<file path="config.mk">
export PLATFORM = sky130hd
export DESIGN_NAME = glitc_threshold_servo
export DESIGN_NICKNAME = d
export VERILOG_FILES = /design/src/rtl/glitc_trigger_pkg.sv /design/src/rtl/glitc_sat_counter.sv /design/src/rtl/glitc_threshold_servo.sv
export SDC_FILE = /design/constraint.sdc
export NUM_CORES = 1
export LEC_CHECK = 0
export BUFFER_PORTS_ARGS = -buffer_cell sky130_fd_sc_hd__buf_2
export CORE_MARGIN = 1.5
export CORE_UTILIZATION = 54
export CTS_CLUSTER_DIAMETER = 80
export DETAILED_ROUTE_END_ITERATION = 8
export PLACE_DENSITY_LB_ADDON = 0.25
export REMOVE_ABC_BUFFERS = 1
export SYNTH_ARGS = -nofsm -noshare
export SYNTH_HDL_FRONTEND = slang
export SYNTH_SLANG_ARGS = --single-unit
</file>
<file path="constraint.sdc">
create_clock -name clk_i -period 4.2 [get_ports clk_i]
set_input_delay 0.42 -clock clk_i [delete_from_list [all_inputs] [get_ports clk_i]]
set_output_delay 0.42 -clock clk_i [all_outputs]
set_load 0.05 [all_outputs]
</file>
<file path="src/rtl/glitc_trigger_pkg.sv">
// Shared types and helpers for the GLITC trigger threshold servo.
// Latency: n/a (types, constants and pure functions only).
// Backpressure: n/a.
// Contents: servo FSM state enum, default power-word width, threshold width,
// and saturating add/subtract helpers operating on 32-bit unsigned values.
package glitc_trigger_pkg;

    typedef enum logic [1:0] {
        ST_IDLE   = 2'd0,
        ST_COUNT  = 2'd1,
        ST_EVAL   = 2'd2,
        ST_UPDATE = 2'd3
    } servo_state_t;

    localparam int POWERBITS_DEF = 12;
    localparam int THRESH_W_DEF  = POWERBITS_DEF + 2;

    // a + b, clamped to max_v
    function automatic logic [31:0] sat_add(input logic [31:0] a,
                                            input logic [31:0] b,
                                            input logic [31:0] max_v);
        logic [32:0] sum;
        sum = {1'b0, a} + {1'b0, b};
        if (sum > {1'b0, max_v}) begin
            return max_v;
        end
        return sum[31:0];
    endfunction

    // a - b, clamped at zero
    function automatic logic [31:0] sat_sub(input logic [31:0] a,
                                            input logic [31:0] b);
        return (a < b) ? 32'd0 : (a - b);
    endfunction

endpackage

</file>
<file path="src/rtl/glitc_sat_counter.sv">
// Gated saturating event counter with synchronous clear.
// Latency: count reflects inc_i one clock later; clear takes effect on the next edge.
// Backpressure: none; holds at all-ones once saturated.
// Ports: clk_i/rst_n_i (sync active-low), clr_i (clear, wins over inc_i),
//        inc_i (count this cycle), cnt_o (current count).
module glitc_sat_counter #(
    parameter int W = 16
) (
    input  logic         clk_i,
    input  logic         rst_n_i,
    input  logic         clr_i,
    input  logic         inc_i,
    output logic [W-1:0] cnt_o
);

    logic [W-1:0] cnt_q;
    logic [W-1:0] cnt_d;

    always_comb begin
        cnt_d = cnt_q;
        if (clr_i) begin
            cnt_d = '0;
        end else if (inc_i && (cnt_q != {W{1'b1}})) begin
            cnt_d = cnt_q + W'(1);
        end
    end

    always_ff @(posedge clk_i) begin
        if (!rst_n_i) begin
            cnt_q <= '0;
        end else begin
            cnt_q <= cnt_d;
        end
    end

    assign cnt_o = cnt_q;

endmodule

</file>
<file path="src/rtl/glitc_threshold_servo.sv">
// Closed-loop power-threshold servo for one phi sector: counts triggers per gate and steps the threshold toward the goal rate.
// Latency: last gate sample -> threshold_o in 2 clocks (EVAL, UPDATE); 2 dead trigger cycles per gate.
// Backpressure: none; enable_i low idles the loop, load_i overrides the threshold at any time.
// Ports: clk_i, rst_n_i (sync active-low), trig_i, enable_i, load_i, threshold_init_i,
//        goal_i, deadband_i, step_i, period_i -> threshold_o, threshold_update_o, rate_o, rate_valid_o.
// Build option: define GLITC_THRESHOLD_SERVO_EDGE_EN to count only trig_i rising edges.
module glitc_threshold_servo
    import glitc_trigger_pkg::*;
#(
    parameter int POWERBITS      = POWERBITS_DEF,
    parameter int PERIODBITS     = 24,
    parameter int RATEBITS       = 16,
    parameter int THRESH_DEFAULT = 4095
) (
    input  logic                  clk_i,
    input  logic                  rst_n_i,
    input  logic                  trig_i,
    input  logic                  enable_i,
    input  logic                  load_i,
    input  logic [POWERBITS+1:0]  threshold_init_i,
    input  logic [RATEBITS-1:0]   goal_i,
    input  logic [RATEBITS-1:0]   deadband_i,
    input  logic [POWERBITS+1:0]  step_i,
    input  logic [PERIODBITS-1:0] period_i,
    output logic [POWERBITS+1:0]  threshold_o,
    output logic                  threshold_update_o,
    output logic [RATEBITS-1:0]   rate_o,
    output logic                  rate_valid_o
);

    localparam int          TW      = POWERBITS + 2;
    localparam logic [31:0] THR_MAX = 32'((64'd1 << TW) - 64'd1);

    servo_state_t          state_q;
    logic [PERIODBITS-1:0] period_q;
    logic [PERIODBITS-1:0] gate_cnt_q;
    logic [TW-1:0]         thr_q;
    logic [TW-1:0]         next_q;
    logic                  thr_upd_q;
    logic [RATEBITS-1:0]   rate_q;
    logic                  rate_vld_q;

    logic [RATEBITS-1:0]   cnt;
    logic                  start_gate;
    logic                  trig_hit;
    logic                  cnt_inc;
    logic [PERIODBITS-1:0] period_lat;
    logic [RATEBITS:0]     hi_lim;
    logic [RATEBITS:0]     lo_sum;
    logic [TW-1:0]         next_calc;

    // A new gate begins whenever the FSM will enter COUNT on this edge.
    always_comb begin
        start_gate = 1'b0;
        if (load_i) begin
            start_gate = enable_i;
        end else begin
            case (state_q)
                ST_IDLE, ST_UPDATE: start_gate = enable_i;
                default:            start_gate = 1'b0;
            endcase
        end
    end

`ifdef GLITC_THRESHOLD_SERVO_EDGE_EN
    // Previous-sample register is cleared at gate start so a gate opening
    // with trig_i already high still counts one edge.
    logic prev_trig_q;

    always_ff @(posedge clk_i) begin
        if (!rst_n_i) begin
            prev_trig_q <= 1'b0;
        end else if (start_gate) begin
            prev_trig_q <= 1'b0;
        end else begin
            prev_trig_q <= trig_i;
        end
    end

    assign trig_hit = trig_i & ~prev_trig_q;
`else
    assign trig_hit = trig_i;
`endif

    assign cnt_inc    = (state_q == ST_COUNT) && trig_hit;
    assign period_lat = (period_i == '0) ? PERIODBITS'(1) : period_i;

    glitc_sat_counter #(
        .W (RATEBITS)
    ) u_rate_cnt (
        .clk_i   (clk_i),
        .rst_n_i (rst_n_i),
        .clr_i   (start_gate),
        .inc_i   (cnt_inc),
        .cnt_o   (cnt)
    );

    // One extra bit so goal+deadband and count+deadband cannot wrap.
    assign hi_lim = {1'b0, goal_i} + {1'b0, deadband_i};
    assign lo_sum = {1'b0, cnt} + {1'b0, deadband_i};

    always_comb begin
        next_calc = thr_q;
        if ({1'b0, cnt} > hi_lim) begin
            next_calc = TW'(sat_add(32'(thr_q), 32'(step_i), THR_MAX));
        end else if (lo_sum < {1'b0, goal_i}) begin
            next_calc = TW'(sat_sub(32'(thr_q), 32'(step_i)));
        end
    end

    always_ff @(posedge clk_i) begin
        if (!rst_n_i) begin
            state_q    <= ST_IDLE;
            period_q   <= PERIODBITS'(1);
            gate_cnt_q <= '0;
            thr_q      <= TW'(THRESH_DEFAULT);
            next_q     <= TW'(THRESH_DEFAULT);
            thr_upd_q  <= 1'b0;
            rate_q     <= '0;
            rate_vld_q <= 1'b0;
        end else begin
            thr_upd_q  <= 1'b0;
            rate_vld_q <= 1'b0;
            if (load_i) begin
                thr_q     <= threshold_init_i;
                thr_upd_q <= (threshold_init_i != thr_q);
                state_q   <= enable_i ? ST_COUNT : ST_IDLE;
            end else if (!enable_i) begin
                state_q <= ST_IDLE;
            end else begin
                case (state_q)
                    ST_IDLE: begin
                        state_q <= ST_COUNT;
                    end
                    ST_COUNT: begin
                        if (gate_cnt_q == period_q - PERIODBITS'(1)) begin
                            state_q <= ST_EVAL;
                        end else begin
                            gate_cnt_q <= gate_cnt_q + PERIODBITS'(1);
                        end
                    end
                    ST_EVAL: begin
                        rate_q     <= cnt;
                        rate_vld_q <= 1'b1;
                        next_q     <= next_calc;
                        state_q    <= ST_UPDATE;
                    end
                    ST_UPDATE: begin
                        thr_q     <= next_q;
                        thr_upd_q <= (next_q != thr_q);
                        state_q   <= ST_COUNT;
                    end
                    default: begin
                        state_q <= ST_IDLE;
                    end
                endcase
            end
            // Gate start overrides the COUNT increment above.
            if (start_gate) begin
                period_q   <= period_lat;
                gate_cnt_q <= '0;
            end
        end
    end

    assign threshold_o        = thr_q;
    assign threshold_update_o = thr_upd_q;
    assign rate_o             = rate_q;
    assign rate_valid_o       = rate_vld_q;

endmodule
</file>
### Word-level counts from Yosys, hierarchy flattened

Cells that the tools add are included.

* add/subtract/negate cells: 7
* multipliers: 0
* div/mod/pow operators: 0
* magnitude comparators: 4
* equal/unequal tests: 8
* shift operators: 0
* mux-type cells: 22
* bitwise operators: 4
* reduce and logical (&&, ||, !) cells: 12

Operators with widths (count)
* $mux 14: 8
* $add 16x16->17: 2
* $ne 14x14->1: 2
* $add 24x1->24 const B: 1
* $eq 24x24->1: 1
* $logic_not 24->1: 1
* $mux 24: 1
* $sub 24x1->24 const B: 1
* $gt 16x17->1: 1
* $lt 17x16->1: 1
* $add 16x1->16 const B: 1
* $ne 16x16->1 const B: 1
* $add 14x14->15: 1
* $gt 15x14->1 const B: 1
* $lt 14x14->1: 1
* $sub 14x14->14: 1
* $mux 1: 9
* $mux 2: 3
* $pmux 2 s3: 1
* $eq 2x2->1 const B: 2
* $ne 4x3->1 const B: 1
* $not 1->1: 4
* $reduce_and 4->1: 1
* $reduce_bool 2->1: 2
* 7 further kinds: 9

* flip-flop bits (word level): 112
* latch bits: 0
* memory bits (writable): 0
* bits in read-only memories: 0
* memories: 0

### Logic depth before layout (Yosys ltp)

* depth in word-level cells: 6
* mapped depth: 21
* mapped depth without buffers: 20

### Cells and area by module

Synthesis repeated with hierarchy kept, for this count alone.

* cells, all modules: 1206
* area, all modules: 9716.8 um^2

Modules (own cells, without submodules)
* glitc_threshold_servo: instances 1, cells each 1115, area an instance 8852.2 um^2
* glitc_sat_counter: instances 1, cells each 91, area an instance 864.6 um^2

### Worst setup path after synthesis

No wires, ideal clock.

* kind: input port to flip-flop
* start: input goal_i[0]
* end: register next_q[12]
* arrival time: 4.304 ns
* required time: 4.113 ns
* slack: -0.192 ns
* cell stages on the path: 20
* buffers on the path: 1
* cell sequence: ha_1 fa_1 a211oi_1 nor2_1 o31ai_1 a21oi_1 a41oi_1 o21ai_0 a21oi_1 xor2_1 ha_1 a21o_1 a211oi_1 nand2_1 o311a_1 o31a_1 nand3b_1 clkbuf_1 nor2_1 o31ai_1

* word-level cells in the longest chain between the ends: 3
* elaborated cells on any way between the ends: 5
* those cells by class: add/sub: 1; order compare: 2; mux: 2

Ends and longest elaborated chain
* start, declared: RTL line glitc_threshold_servo.sv:21 `input logic [RATEBITS-1:0] goal_i,`
* $add 16x16->17 / $lt 17x16->1 (equally long branches): RTL line glitc_threshold_servo.sv:99, glitc_threshold_servo.sv:106
* $gt 16x17->1 / $mux 14 (equally long branches): RTL line glitc_threshold_servo.sv:104, glitc_threshold_servo.sv:106
* $mux 14 (*): RTL line glitc_threshold_servo.sv:104 `if ({1'b0, cnt} > hi_lim) begin`
* end signal, assigned: RTL line glitc_threshold_servo.sv:117 `next_q <= TW'(THRESH_DEFAULT);`
* end signal, assigned: RTL line glitc_threshold_servo.sv:145 `next_q <= next_calc;`
* end, declared: RTL line glitc_threshold_servo.sv:38 `logic [TW-1:0] next_q;`

Every way passes the cells marked *; elsewhere a longest branch is shown, timed or not.
A chain may end at the register's enable or synchronous reset.

### Worst setup path in the final report

* start: register u_rate_cnt.cnt_q[0], in the netlist u_rate_cnt.cnt_o[0]
* end: register next_q[4]

* word-level cells in the longest chain between the ends: 4
* elaborated cells on any way between the ends: 5
* those cells by class: add/sub: 1; order compare: 2; mux: 2

Ends and longest elaborated chain
* start, declared: RTL line glitc_sat_counter.sv:16 `logic [W-1:0] cnt_q;`
* start signal, assigned: RTL line glitc_sat_counter.sv:32 `cnt_q <= cnt_d;`
* $add 16x16->17: RTL line glitc_threshold_servo.sv:100 `assign lo_sum = {1'b0, cnt} + {1'b0, deadband_i};`
* $lt 17x16->1: RTL line glitc_threshold_servo.sv:106 `end else if (lo_sum < {1'b0, goal_i}) begin`
* $mux 14: RTL line glitc_threshold_servo.sv:106
* $mux 14 (*): RTL line glitc_threshold_servo.sv:104

Marked as above.

==> metrics <==
Logic pwr share=0.293; worst reg2reg path startpoint=u_rate_cnt.cnt_o[0]; Syn. warnings=0; Synth cell types=77; Clock transition at path regs=roughly 0.08 ns; Critical R2R Capture=next_q[4]; maximum buffer depth of the clock tree=2; synth top area cells=dfxtp_1, ha_1, xnor2_1, xor2_1, nand2_1; Routed WL per cell=between 15 and 20 um; global route total overflow=0; worst-case reg-to-reg path depth=20; Hold Path Depth=2; Setup Skew=0.00721 ns; Leak=around 4.7 nW; fraction of registers with async set/reset=0; most common cell after layout, fill and taps aside=buf_2; non-filler cells, final=between 1k and 1.5k; Hold Crit Start=period_i[8]; DPL Wire Length=between 15000 and 20000 um; Post-synth EDFFs=0; area delta synth->final=17.7%; Mapped Area=between 0.009 and 0.01 mm2; final worst path period share=0.973; Worst IR Drop VDD=around 0.00023 V; FF+latch count, synth=around 110; sw frac=0.336; critical path class=reg -> reg; Final Max Slew Viols=0; number of buffers added on ports=120; Reg power frac=0.404; Num CTS Buffers=9; CTS HTree Levels=3; WHS Endpoint=period_q[8]; Fillers=around 1.4k; Setup Viol. Count Final=0; commonest non-fill, non-tap cells in the layout=buf_2, nand2_1, dfxtp_1; Setup WS post-layout=approximately 0.11 ns; Total GRT Usage=0.256; R2R Setup Slk=approximately 0.11 ns; register area share after synthesis=0.244; Synth top area share=0.244; leading register cell type out of synthesis=dfxtp_1; Placeable Area=0.0166 mm2; Crit Path Max Fanout=7; Power Density=between 200 and 300 mW/mm2; MaxCap Viol Count=0; max_slew headroom=0.204; clock latency at the later pin of the worst-skew pair=0.37 ns; CP cell instances=ha_4 -> inv_2 -> fa_2 -> nor2b_2 -> o2111ai_1 -> nand3_1 -> o211a_1 -> o21a_1 -> nor2_2 -> xnor2_1 -> ha_1 -> a211oi_2 -> nand2_1 -> a31oi_1 -> nand4_1 -> nand2_2 -> a31oi_4 -> a211o_4 -> a221oi_2 -> o211ai_1; Nets=approximately 1.4k; post-synth top area cell=dfxtp_1; status=completed; CTS tree=built; clk root buf=clkbuf_16; layout cell share with drive strength beyond 1=0.200; DR pass1 iterations=5; Die Span Y=between 100 and 150 um; Initial Util=0.554; RSZ-0062 raised after global routing=true; Period minus WS final=between 4 and 5 ns; GPL Wtd Cong=around 0.90; Setup WS pre-CTS=-0.442 ns; Clk pwr share=0.302; largest net degree at the start of global routing=48; Via density=a little under 6; first-pass GRT wire length=approximately 37000 um; IO Pins=roughly 120; CP required=~4.4 ns; crit path DAT=between 4 and 5 ns; setup TNS=0 ns; Worst path slowest cell=a211o_4; Fmax=roughly 240 MHz; total die area=roughly 0.018 mm2; vias in the first global route=just under 8k; drt drc=0; Placed Area=between 0.01 and 0.015 mm2; Startpoint Class=register; Synth Instances=1125; Avg Inst Size Synth=8.16 um2; Worst path max stage delay=between 0.3 and 0.4 ns; CP endpoint kind=register; placed insts=around 1.5k; initial drt markers=approximately 370; Post-Route WL=approximately 24000 um; chip width=about 130 um; Final Hold Fails=0; Final Cell Area=~0.011 mm2; clock sinks=~110; via count=8589; sw power=0.000940 W; antenna-violating nets left=0; P_int=0.00186 W; hold buffers post-CTS=0; Worst Max-Slew Pin Slew=1.19 ns; worst hold path class=in -> reg; cell row count=47; initial antenna violation count=2
==> critical path, delay by kind of cell, from the launching register on <==
family	cells	cell delay, ns
compound gates	9	1.84
fa+ha+maj	3	0.81
simple gates	6	0.78
flops	1	0.36
xor+xnor	1	0.12
buf+inv	1	0.04
==> synth_stat cells, drive strengths merged, types with 4 or more instances <==
cell,n
nand2,113
a21o,13
and3,12
nand2b,15
o21bai,4
or3,10
nor2b,17
nand3b,9
nor3,30
ha,98
and2,8
o21ai,41
o2111ai,4
inv,64
a211oi,7
o31ai,8
clkbuf,36
a31o,4
a41oi,4
o211ai,13
a22o,23
xor2,56
a21boi,17
buf,7
o21a,7
a21oi,63
xnor2,74
mux2,12
nor4,16
a211o,5
fa,4
a31oi,10
a221oi,16
nand4,18
mux2i,17
dfxtp,112
nor2,83
nand3,31
and4,5
==> how the worst max path moves through the flow <==
stage / startpoint / to / slack, ns / depth (start not counted)
after floorplan: goal_i[0] / next_q[11] / -0.32 / 18
after global placement: goal_i[0] / next_q[2] / -0.37 / 20
after detailed placement: goal_i[0] / next_q[2] / -0.44 / 20
after CTS: u_rate_cnt.cnt_o[1] / next_q[2] / 0.01 / 18
after global routing: u_rate_cnt.cnt_o[0] / next_q[4] / -0.11 / 20
final: u_rate_cnt.cnt_o[0] / next_q[4] / 0.11 / 20
==> power by group through the flow <==
| stage | sequential [W] | clock, W | combinational, W |
|---|---|---|---|
| 6_report | 0.00113 | 0.000847 | 0.000822 |
| 5_1_grt | 0.00114 | 0.000902 | 0.000899 |
| 4_1_cts | 0.00113 | 0.000854 | 0.000752 |
| 3_5_place_dp | 0.00115 | 0 | 0.000742 |
| 3_3_place_gp | 0.00115 | 0 | 0.000726 |
| 2_1_floorplan | 0.00117 | 0 | 0.000501 |
==> through the flow <==
step                utilization  hold slack, ns  total power (W)
floorplan                     -           0.467          0.00167
global placement          0.613           0.452          0.00188
detailed placement        0.613           0.455          0.00190
CTS                       0.631           0.265          0.00274
global route              0.652           0.269          0.00294
finish                    0.652           0.273          0.00280
==> per-layer routing <==
| layer | track usage | up-vias | part of all wire |
|---|---|---|---|
| li1 | - | 4306 | - |
| met1 | 0.312 | 3999 | 0.43 |
| met2 | 0.459 | 234 | 0.49 |
| met3 | 0.0506 | 48 | 0.053 |
| met4 | 0.0682 | 2 | 0.027 |
| met5 | 0 | - | 0.00074 |
==> layout make-up <==
class,instances,area (um2),area share
multi-input cells,907,6790,0.628
flip-flops and latches,112,2240,0.208
clock buffers,9,225,0.0208
repair buffers,164,985,0.0910
diodes,1,2.50,0.000231
clock inverters,6,52.6,0.00486
inverters,64,240,0.0222
well taps,220,275,0.0255
==> cells by family (layout without fill, tap and decap cells) <==
group | Yosys count | after routing | share of synthesized area
and+or+nand+nor | 382 | 382 | 0.211
AOI/OAI and AO/OA | 263 | 264 | 0.200
muxes | 29 | 29 | 0.0332
adders and majority gates | 102 | 102 | 0.142
buffers and inverters | 107 | 243 | 0.0452
xor gates and xnor gates | 130 | 130 | 0.124
other | 0 | 1 | 0
DFF | 112 | 112 | 0.244
==> sequential cells by signal, summed over array words and instances (netlist names) <==
| name | flops |
|---|---|
| gate_cnt_q | 24 |
| next_q | 14 |
| period_q | 24 |
| rate_o | 16 |
| rate_valid_o | 1 |
| state_q | 2 |
| threshold_o | 14 |
| threshold_update_o | 1 |
| u_rate_cnt.cnt_o | 16 |
==> repair_timing <==
item	CTS	global route
pin swaps	0	47
resized for setup	5	60
setup buffers	0	7
setup endpoints to repair	14	14
cloned	0	3
Note: power is estimated with default switching activity, not from simulation.
